`src/rtl/div_ctrl.sv`:
```
// Sequencer for RV64M divide/remainder ops on a shared unsigned multicycle divider.
// Conditions operands, short-circuits divide-by-zero and signed overflow, and fixes up signs.
module div_ctrl #(
  parameter int unsigned XLEN = 64
) (
  input  logic              clk,
  input  logic              reset,
  input  logic              flush,
  input  logic              req_valid,
  output logic              req_ready,
  input  logic [1:0]        req_op,
  input  logic              req_word,
  input  logic [XLEN-1:0]   req_a,
  input  logic [XLEN-1:0]   req_b,
  output logic              resp_valid,
  input  logic              resp_ready,
  output logic [XLEN-1:0]   resp_data,
  output logic              busy,
  output logic              div_valid,
  output logic [XLEN-1:0]   div_a,
  output logic [XLEN-1:0]   div_b,
  input  logic              div_done,
  input  logic [2*XLEN-1:0] div_c
);

  typedef enum logic [1:0] {StIdle, StBusy, StFlush, StResp} state_e;

  state_e          state_q, state_d;
  logic            rem_q, word_q, neg_quo_q, neg_rem_q;
  logic [XLEN-1:0] div_a_q, div_b_q, resp_data_q;

  logic            signed_op, sa, sb, b_zero, ovf, special, accept;
  logic [XLEN-1:0] a_ext, b_ext, mag_a, mag_b, min_neg;
  logic [XLEN-1:0] spec_q, spec_r, spec_res;
  logic [XLEN-1:0] quo, rem, quo_fix, rem_fix, norm_res;

  // Pick quotient or remainder; W forms always sign-extend the low word.
  function automatic logic [XLEN-1:0] select_res(input logic is_rem, input logic word,
                                                  input logic [XLEN-1:0] q,
                                                  input logic [XLEN-1:0] r);
    logic [XLEN-1:0] res;
    res = is_rem ? r : q;
    return word ? {{(XLEN-32){res[31]}}, res[31:0]} : res;
  endfunction

  always_comb begin
    signed_op = ~req_op[0];
    a_ext     = req_word ? {{(XLEN-32){signed_op & req_a[31]}}, req_a[31:0]} : req_a;
    b_ext     = req_word ? {{(XLEN-32){signed_op & req_b[31]}}, req_b[31:0]} : req_b;
    sa        = signed_op & a_ext[XLEN-1];
    sb        = signed_op & b_ext[XLEN-1];
    mag_a     = sa ? -a_ext : a_ext;
    mag_b     = sb ? -b_ext : b_ext;
    min_neg   = req_word ? {{(XLEN-31){1'b1}}, 31'b0} : {1'b1, {(XLEN-1){1'b0}}};
    b_zero    = (b_ext == '0);
    ovf       = signed_op & (a_ext == min_neg) & (b_ext == '1);
    special   = b_zero | ovf;
    spec_q    = b_zero ? '1 : a_ext;
    spec_r    = b_zero ? a_ext : '0;
    spec_res  = select_res(req_op[1], req_word, spec_q, spec_r);
  end

  always_comb begin
    quo      = div_c[XLEN-1:0];
    rem      = div_c[2*XLEN-1:XLEN];
    quo_fix  = neg_quo_q ? -quo : quo;
    rem_fix  = neg_rem_q ? -rem : rem;
    norm_res = select_res(rem_q, word_q, quo_fix, rem_fix);
  end

  assign req_ready = (state_q == StIdle) & ~flush;
  assign accept    = req_valid & req_ready;

  always_comb begin
    state_d = state_q;
    unique case (state_q)
      StIdle:  if (accept) state_d = special ? StResp : StBusy;
      // A flush coinciding with div_done has nothing left to wait for.
      StBusy:  if (flush) state_d = div_done ? StIdle : StFlush;
               else if (div_done) state_d = StResp;
      StFlush: if (div_done) state_d = StIdle;
      StResp:  if (flush || resp_ready) state_d = StIdle;
      default: state_d = StIdle;
    endcase
  end

  always_ff @(posedge clk or posedge reset) begin
    if (reset) begin
      state_q     <= StIdle;
      rem_q       <= 1'b0;
      word_q      <= 1'b0;
      neg_quo_q   <= 1'b0;
      neg_rem_q   <= 1'b0;
      div_a_q     <= '0;
      div_b_q     <= '0;
      resp_data_q <= '0;
    end else begin
      state_q <= state_d;
      if (accept) begin
        rem_q     <= req_op[1];
        word_q    <= req_word;
        neg_quo_q <= sa ^ sb;
        neg_rem_q <= sa;
        div_a_q   <= mag_a;
        div_b_q   <= mag_b;
        if (special) resp_data_q <= spec_res;
      end
      if (state_q == StBusy && div_done && !flush) resp_data_q <= norm_res;
    end
  end

  // A response being flushed is never presented as valid.
  assign resp_valid = (state_q == StResp) & ~flush;
  assign resp_data  = resp_data_q;
  assign busy       = (state_q != StIdle);
  assign div_valid  = (state_q == StBusy) | (state_q == StFlush);
  assign div_a      = div_a_q;
  assign div_b      = div_b_q;

endmodule

```
`config.mk`:
```
export PLATFORM = sky130hd
export DESIGN_NAME = div_ctrl
export DESIGN_NICKNAME = d
export VERILOG_FILES = /design/src/rtl/div_ctrl.sv
export SDC_FILE = /design/constraint.sdc
export NUM_CORES = 1
export LEC_CHECK = 0
export CORE_AREA = 2 2 178 180
export DETAILED_ROUTE_END_ITERATION = 10
export DIE_AREA = 0 0 180 182
export PLACE_DENSITY = 0.89
export SYNTH_ARGS = -nofsm -noshare
export SYNTH_HDL_FRONTEND = slang
export SYNTH_SLANG_ARGS = --single-unit
```
`constraint.sdc`:
```
create_clock -name clk -period 11.7 [get_ports clk]
set_input_delay 2.925 -clock clk [delete_from_list [all_inputs] [get_ports clk]]
set_output_delay 2.925 -clock clk [all_outputs]
set_load 0.02 [all_outputs]
```
==> impl_metrics.yaml, run 1 <==
outcome:
  status: "complete, no violations"
clocking:
  cts_max_path_buffers: 2
  h-tree-depth: 4
  post_cts_resized: 0
  cts_tree: "yes"
  clkSlewWorstSetupHoldPaths_ps: 70
  clkSinkCount: 198
  cts-hold-fix-buffers: 0
  cts_buffers: 17
  clock_latency_ps: 450
  cts-root-buf: "clkbuf_16"
  postCtsSetupBuffers: 0
worst_setup_path:
  max_stage_delay_ps: 690
  start_kind: "primary input"
  cp_common_cell: "clkdlybuf4s50_1"
  path_buf_inv: 2
  crit_fanout: 4
  path_cells: "clkdlybuf4s50_1 -> nor2_1 -> clkdlybuf4s50_1"
  path_class: "primary input to output port"
  crit_path_end_kind: "output port"
  cp.arrival_ps: 4390
  critPathRequiredTime_ps: 8780
  timing.critical_path.slowest_stage_cell: "clkdlybuf4s50_1"
  path_delay_family: "buffers and inverters"
routing:
  drtAntennaViolNets: 0
  wire_per_inst_um: 23.92
  vias_per_cell: 6.543
  route.detailed.drc: 0
  first_pass_iters: 6
  drt-initial-drc-count: 2006
  vias: 18170
  wirelength_um: 66410
floorplan:
  die_area_um2: 32760
  initial_utilization_pct: 52.11
  rows: 65
  io_pins: 461
  die_h_um: 182
  coreArea_um2: 30990
  dieWidth_um: 180
placement:
  place.gp.congestion: 1.006
  dp_hpwl_um: 51340
  portBuffers: 460
power_and_ir_drop:
  netSwitchingFraction_pct: 43.77
  pwr-share-seq_pct: 29.7
  p_per_area_nw_per_um2: 200.2
  power_frac_comb_pct: 56.1
  power.internal_mw: 2.414
  cellLeakagePower_nw: 8.083
  switching_power_mw: 1.879
  clockPowerShare_pct: 14.2
  p_total_mw: 4.294
  irDropWorstVdd_mv: 0.08999
logic_synthesis:
  ys_seq_area_share_pct: 30.69
  synthArstFlopShare_pct: 100.0
  synth-edff-count: 0
  ys_ff_latch: 198
  synth_ff_type: "dfrtp_1"
  syn_area_per_cell_um2: 8.049
  netlist_area_um2: 16150
  ys_warn_count: 0
  yosysUniqueCellTypes: 81
  syn_nets: 2281
  synthCells: 2006
final_layout:
  antennaDiodeCount: 0
  final_cell_mix: "clkdlybuf4s50_1 (459), o21ai_0 (240), nand2_1 (205)"
  nNetsFinal: 2637
  areaGrowthSynthToFinish_pct: 32.81
  layout-drive-gt1-share_pct: 3.663
  final_common_cell: "clkdlybuf4s50_1"
sta:
  finalHoldViolations: 0
  max-slew-margin-rel_pct: 18.95
  clock.fmax_mhz: 136.7
  tns_ps: 0
  finalCritPeriodShare_pct: 62.54
  rsz0062_at_grt: "no"
  worst_clock_skew_ps: 9.043
  setup_violations: 0
  hold_ws_ps: 485.4
  min_period_ps: 7317
  report.final.slew_viol_count: 0
  tightest_slew_ps: 1216
global_route:
  grt_max_degree: 136
  grt_pass1_wl_um: 102000
  grt.total_usage_pct: 39.54
  grt_pass1_vias: 17130
  antenna_found_initial: 0
  overflow: 0
job:
  maxCapViolCount: 0
worst_hold_path:
  min-delay-path-class: "register to register"
==> power by group through the flow <==
stage | Combinational [mW] | Clock [mW] | Sequential, mW
2_1_floorplan | 0.966 | 0 | 1.56
5_1_grt | 2.56 | 0.639 | 1.30
3_5_place_dp | 2.38 | 0 | 1.28
4_1_cts | 2.39 | 0.610 | 1.27
6_report | 2.41 | 0.611 | 1.28
3_3_place_gp | 2.33 | 0 | 1.27
==> cell type report <==
class                   count  area [um^2]
repair buffers            478         4735
flip-flops and latches    198         4956
inverters                  72        277.8
multi-input cells        1595        10390
well taps                 402        503.0
fillers                  2523         9542
clock inverters            12        138.9
clock buffers              20        446.7
==> final timing paths <==
kind                                              to  depth (start not counted)                  start  slack (ps)
setup / recovery                           req_ready                          3                  flush        4380
hold / removal                 div_b[33]$_DFFE_PP0P_                          2  div_b[33]$_DFFE_PP0P_         490
setup reg to reg           resp_data[32]$_DFFE_PP0P_                          7      rem_q$_DFFE_PP0P_        8050
hold reg to reg                div_b[33]$_DFFE_PP0P_                          2  div_b[33]$_DFFE_PP0P_         490
max in group asynchronous          rem_q$_DFFE_PP0P_                          3                  reset        7090
min in group asynchronous       div_b[9]$_DFFE_PP0P_                          2                  reset        3070
==> state kept, by name (all words and copies together) (netlist names) <==
signal	count
div_b	64
div_a	64
word_q	1
state_q	2
neg_rem_q	1
rem_q	1
resp_data	64
neg_quo_q	1
==> tightest hold or removal path, delay by kind of cell, from the launching register on <==
family	cells	cell delay, ps
and+or+nand+nor	1	50
DFF	1	340
AOI/OAI and AO/OA	1	60
==> through the flow <==
step	std cells	util, %	instance area, um^2	worst slack, ps
final	2777	69.21	21440	4383
after global routing	2777	69.21	21440	4340
after CTS	2777	69.21	21440	4389
after detailed placement	2745	67.32	20860	4378
after global placement	2745	67.32	20860	4439
after floorplan	2006	-	16150	3378
==> synth_stat cells, drive strengths merged, types with 14 or more instances <==
master	instances	share of area [%]
buf	24	0.71
nor3	50	1.5
o31ai	64	3.0
a21oi	79	2.5
a31oi	18	0.70
a21boi	20	0.93
nand2	206	4.8
dfrtp	198	31
mux2i	16	0.99
a211oi	21	0.98
maj3	31	1.9
or2	14	0.54
xor2	85	4.6
or3	35	1.4
nor2	121	2.8
inv	71	1.7
o21ai	244	7.6
or4	38	1.8
clkbuf	117	2.7
nand4	38	1.5
nor4	64	2.7
a221o	49	3.0
nand2b	37	1.4
xnor2	139	7.5
o41ai	33	1.8
o211a	29	1.8
nand3	31	1.0
==> metal layers <==
| metal | share of wire, % | global-route usage, % | vias to the layer above |
|---|---|---|---|
| met5 | 0 | 0 | - |
| met4 | 5.0 | 18.57 | 0 |
| met3 | 8.9 | 6.438 | 173 |
| met2 | 47 | 65.36 | 1218 |
| met1 | 39 | 50.75 | 8647 |
| li1 | - | - | 8133 |
==> logic make-up after synthesis <==
group,synth area share (%)
compound gates,26.23
simple gates,22.07
mux,1.062
xor+xnor,12.15
fa+ha+maj,2.697
flops,30.69
buf+inv,5.107
No activity file was read; power rests on OpenSTA's default activity.
==> run 2, diff against run 1 <==
CORE_AREA = 2 2 193 195   (was 2 2 178 180)
DIE_AREA = 0 0 195 197   (was 0 0 180 182)
PLACE_DENSITY = 0.8   (was 0.89)
clock period = 6.3 ns   (was 11.7 ns; I/O delays follow)
==> run 2 against run 1 <==
  * Non-clock buffer count up 14
  * Critical path depth grew 7
  * Utilization down 9.4 points
  * Sequential cell count unchanged
  * Clock skew down 1.3 ps
  * Wire length up 4.8%
==> impl_metrics.yaml, run 2 (synthesis gave the netlist of run 1 again) <==
routing:
  first_pass_iters: 10
  vias_per_cell: 6.296
  wirelength_um: 69610
  drtAntennaViolNets: 0
  route.detailed.drc: 0
  vias: 17990
  wire_per_inst_um: 24.36
  drt-initial-drc-count: 1758
job:
  maxCapViolCount: 0
worst_setup_path:
  timing.critical_path.slowest_stage_cell: "or4_1"
  crit_path_end_kind: "register"
  max_stage_delay_ps: 790
  path_class: "primary input to register"
  cp.arrival_ps: 5630
  critPathRequiredTime_ps: 6680
  crit_fanout: 22
  path_cells: "clkdlybuf4s50_1 -> inv_1 -> ha_1 -> or3b_2 -> or4_1 -> nor3_1 -> nand3_1 -> o21ai_0 -> and3_1 -> a221o_1"
  start_kind: "primary input"
floorplan:
  rows: 70
  die_h_um: 197
  die_area_um2: 38420
  io_pins: 461
  coreArea_um2: 36260
  dieWidth_um: 195
  initial_utilization_pct: 44.53
outcome:
  status: "complete, no violations"
placement:
  dp_hpwl_um: 54440
  placed_area_um2: 21080
  place.gp.congestion: 0.9694
  placed_cells: 2825
  portBuffers: 460
clocking:
  cts_tree: "yes"
  cts_buffers: 17
  clkSinkCount: 198
  clock_latency_ps: 450
  post_cts_resized: 0
  cts-root-buf: "clkbuf_16"
  h-tree-depth: 4
  postCtsSetupBuffers: 0
  clkSlewWorstSetupHoldPaths_ps: 70
  cts-hold-fix-buffers: 0
  cts_max_path_buffers: 2
final_layout:
  layout-drive-gt1-share_pct: 4.311
  areaGrowthSynthToFinish_pct: 34.21
  final_cell_mix: "clkdlybuf4s50_1 (459), o21ai_0 (240), nand2_1 (205)"
  stdcell_count: 2857
  final_util_pct: 59.77
  final_common_cell: "clkdlybuf4s50_1"
  fin_area_um2: 21670
  nNetsFinal: 2651
  fillers: 3295
  antennaDiodeCount: 0
  seqCellArea_um2: 4956
  multi_input_area_um2: 10390
global_route:
  grt_max_degree: 162
  overflow: 0
  grt_busiest_layer: "met2"
  grt.total_usage_pct: 35.20
  grt_pass1_vias: 17070
  grt_util_met2_pct: 57.53
  grt_pass1_wl_um: 104300
  grtUsageMet1_pct: 46.87
  grt.met3_usage_pct: 6.622
  antenna_found_initial: 0
power_and_ir_drop:
  irDropWorstVdd_mv: 0.1934
  cellLeakagePower_nw: 8.158
  p_per_area_nw_per_um2: 368.8
sta:
  max-slew-margin-rel_pct: 27.89
  tightest_slew_ps: 1082
  tns_ps: 0
  report.final.slew_viol_count: 0
  finalHoldViolations: 0
  clock.fmax_mhz: 190.5
  finalCritPeriodShare_pct: 83.34
  setup_violations: 0
  worst_clock_skew_ps: 7.725
  rsz0062_at_grt: "no"
  min_period_ps: 5251
worst_hold_path:
  min-delay-path-class: "register to register"
==> run 2: changes by cell type in the layout (fill, tap and decap cells not counted), sizes merged <==
| cell | before | now |
|---|---|---|
| clkbuf | 20 | 17 |
| clkinvlp | 0 | 2 |
| clkinv | 5 | 8 |
| bufinv | 2 | 1 |
| inv | 77 | 76 |
| buf | 19 | 33 |
==> run 2: worst paths after layout <==
check,depth (start not counted),end,startpoint,slack [ps]
min in group asynchronous,2,div_b[10]$_DFFE_PP0P_,reset,1670
setup / recovery,10,resp_data[6]$_DFFE_PP0P_,req_b[0],1050
hold / removal,2,div_a[10]$_DFFE_PP0P_,div_a[10]$_DFFE_PP0P_,480
max in group asynchronous,3,rem_q$_DFFE_PP0P_,reset,3600
hold reg to reg,2,div_a[10]$_DFFE_PP0P_,div_a[10]$_DFFE_PP0P_,480
setup reg to reg,7,resp_data[32]$_DFFE_PP0P_,rem_q$_DFFE_PP0P_,2670
==> run 2: layer usage <==
layer	routed length [um]	vias up	part of all wire [%]
li1	-	8156	-
met1	28600	8636	41
met2	32410	1080	47
met3	6497	116	9.3
met4	2099	0	3.0
met5	0	-	0
==> run 2: cell type report <==
class / instances / area share (%)
clock buffers: 17 / 1.963
clock inverters: 15 / 0.7621
inverters: 72 / 1.264
multi-input cells: 1595 / 47.93
flip-flops and latches: 198 / 22.87
well taps: 468 / 2.702
repair buffers: 492 / 22.51
==> run 2: power by group <==
group	total [mW]	switching [mW]	internal (mW)
logic	4.48	2.46	2.02
registers	2.40	0.531	1.87
clock network	1.12	0.554	0.563
total	7.99	3.55	4.44
==> run 2: metrics by stage <==
stage / hold slack, ps / setup slack, ps / power (mW)
after detailed placement: 469.6 / 671.8 / 6.844
after floorplan: 571.9 / 1825 / 4.687
after global placement: 459.1 / 796.1 / 6.759
after CTS: 486.3 / 1133 / 7.975
final: 480.2 / 1049 / 7.993
after global routing: 505.0 / 906.3 / 8.409
==> run 2: critical path, delay by kind of cell <==
kind / cells / cell delay (ps)
compound gates: 2 / 590
fa+ha+maj: 1 / 190
buf+inv: 2 / 570
simple gates: 5 / 2690
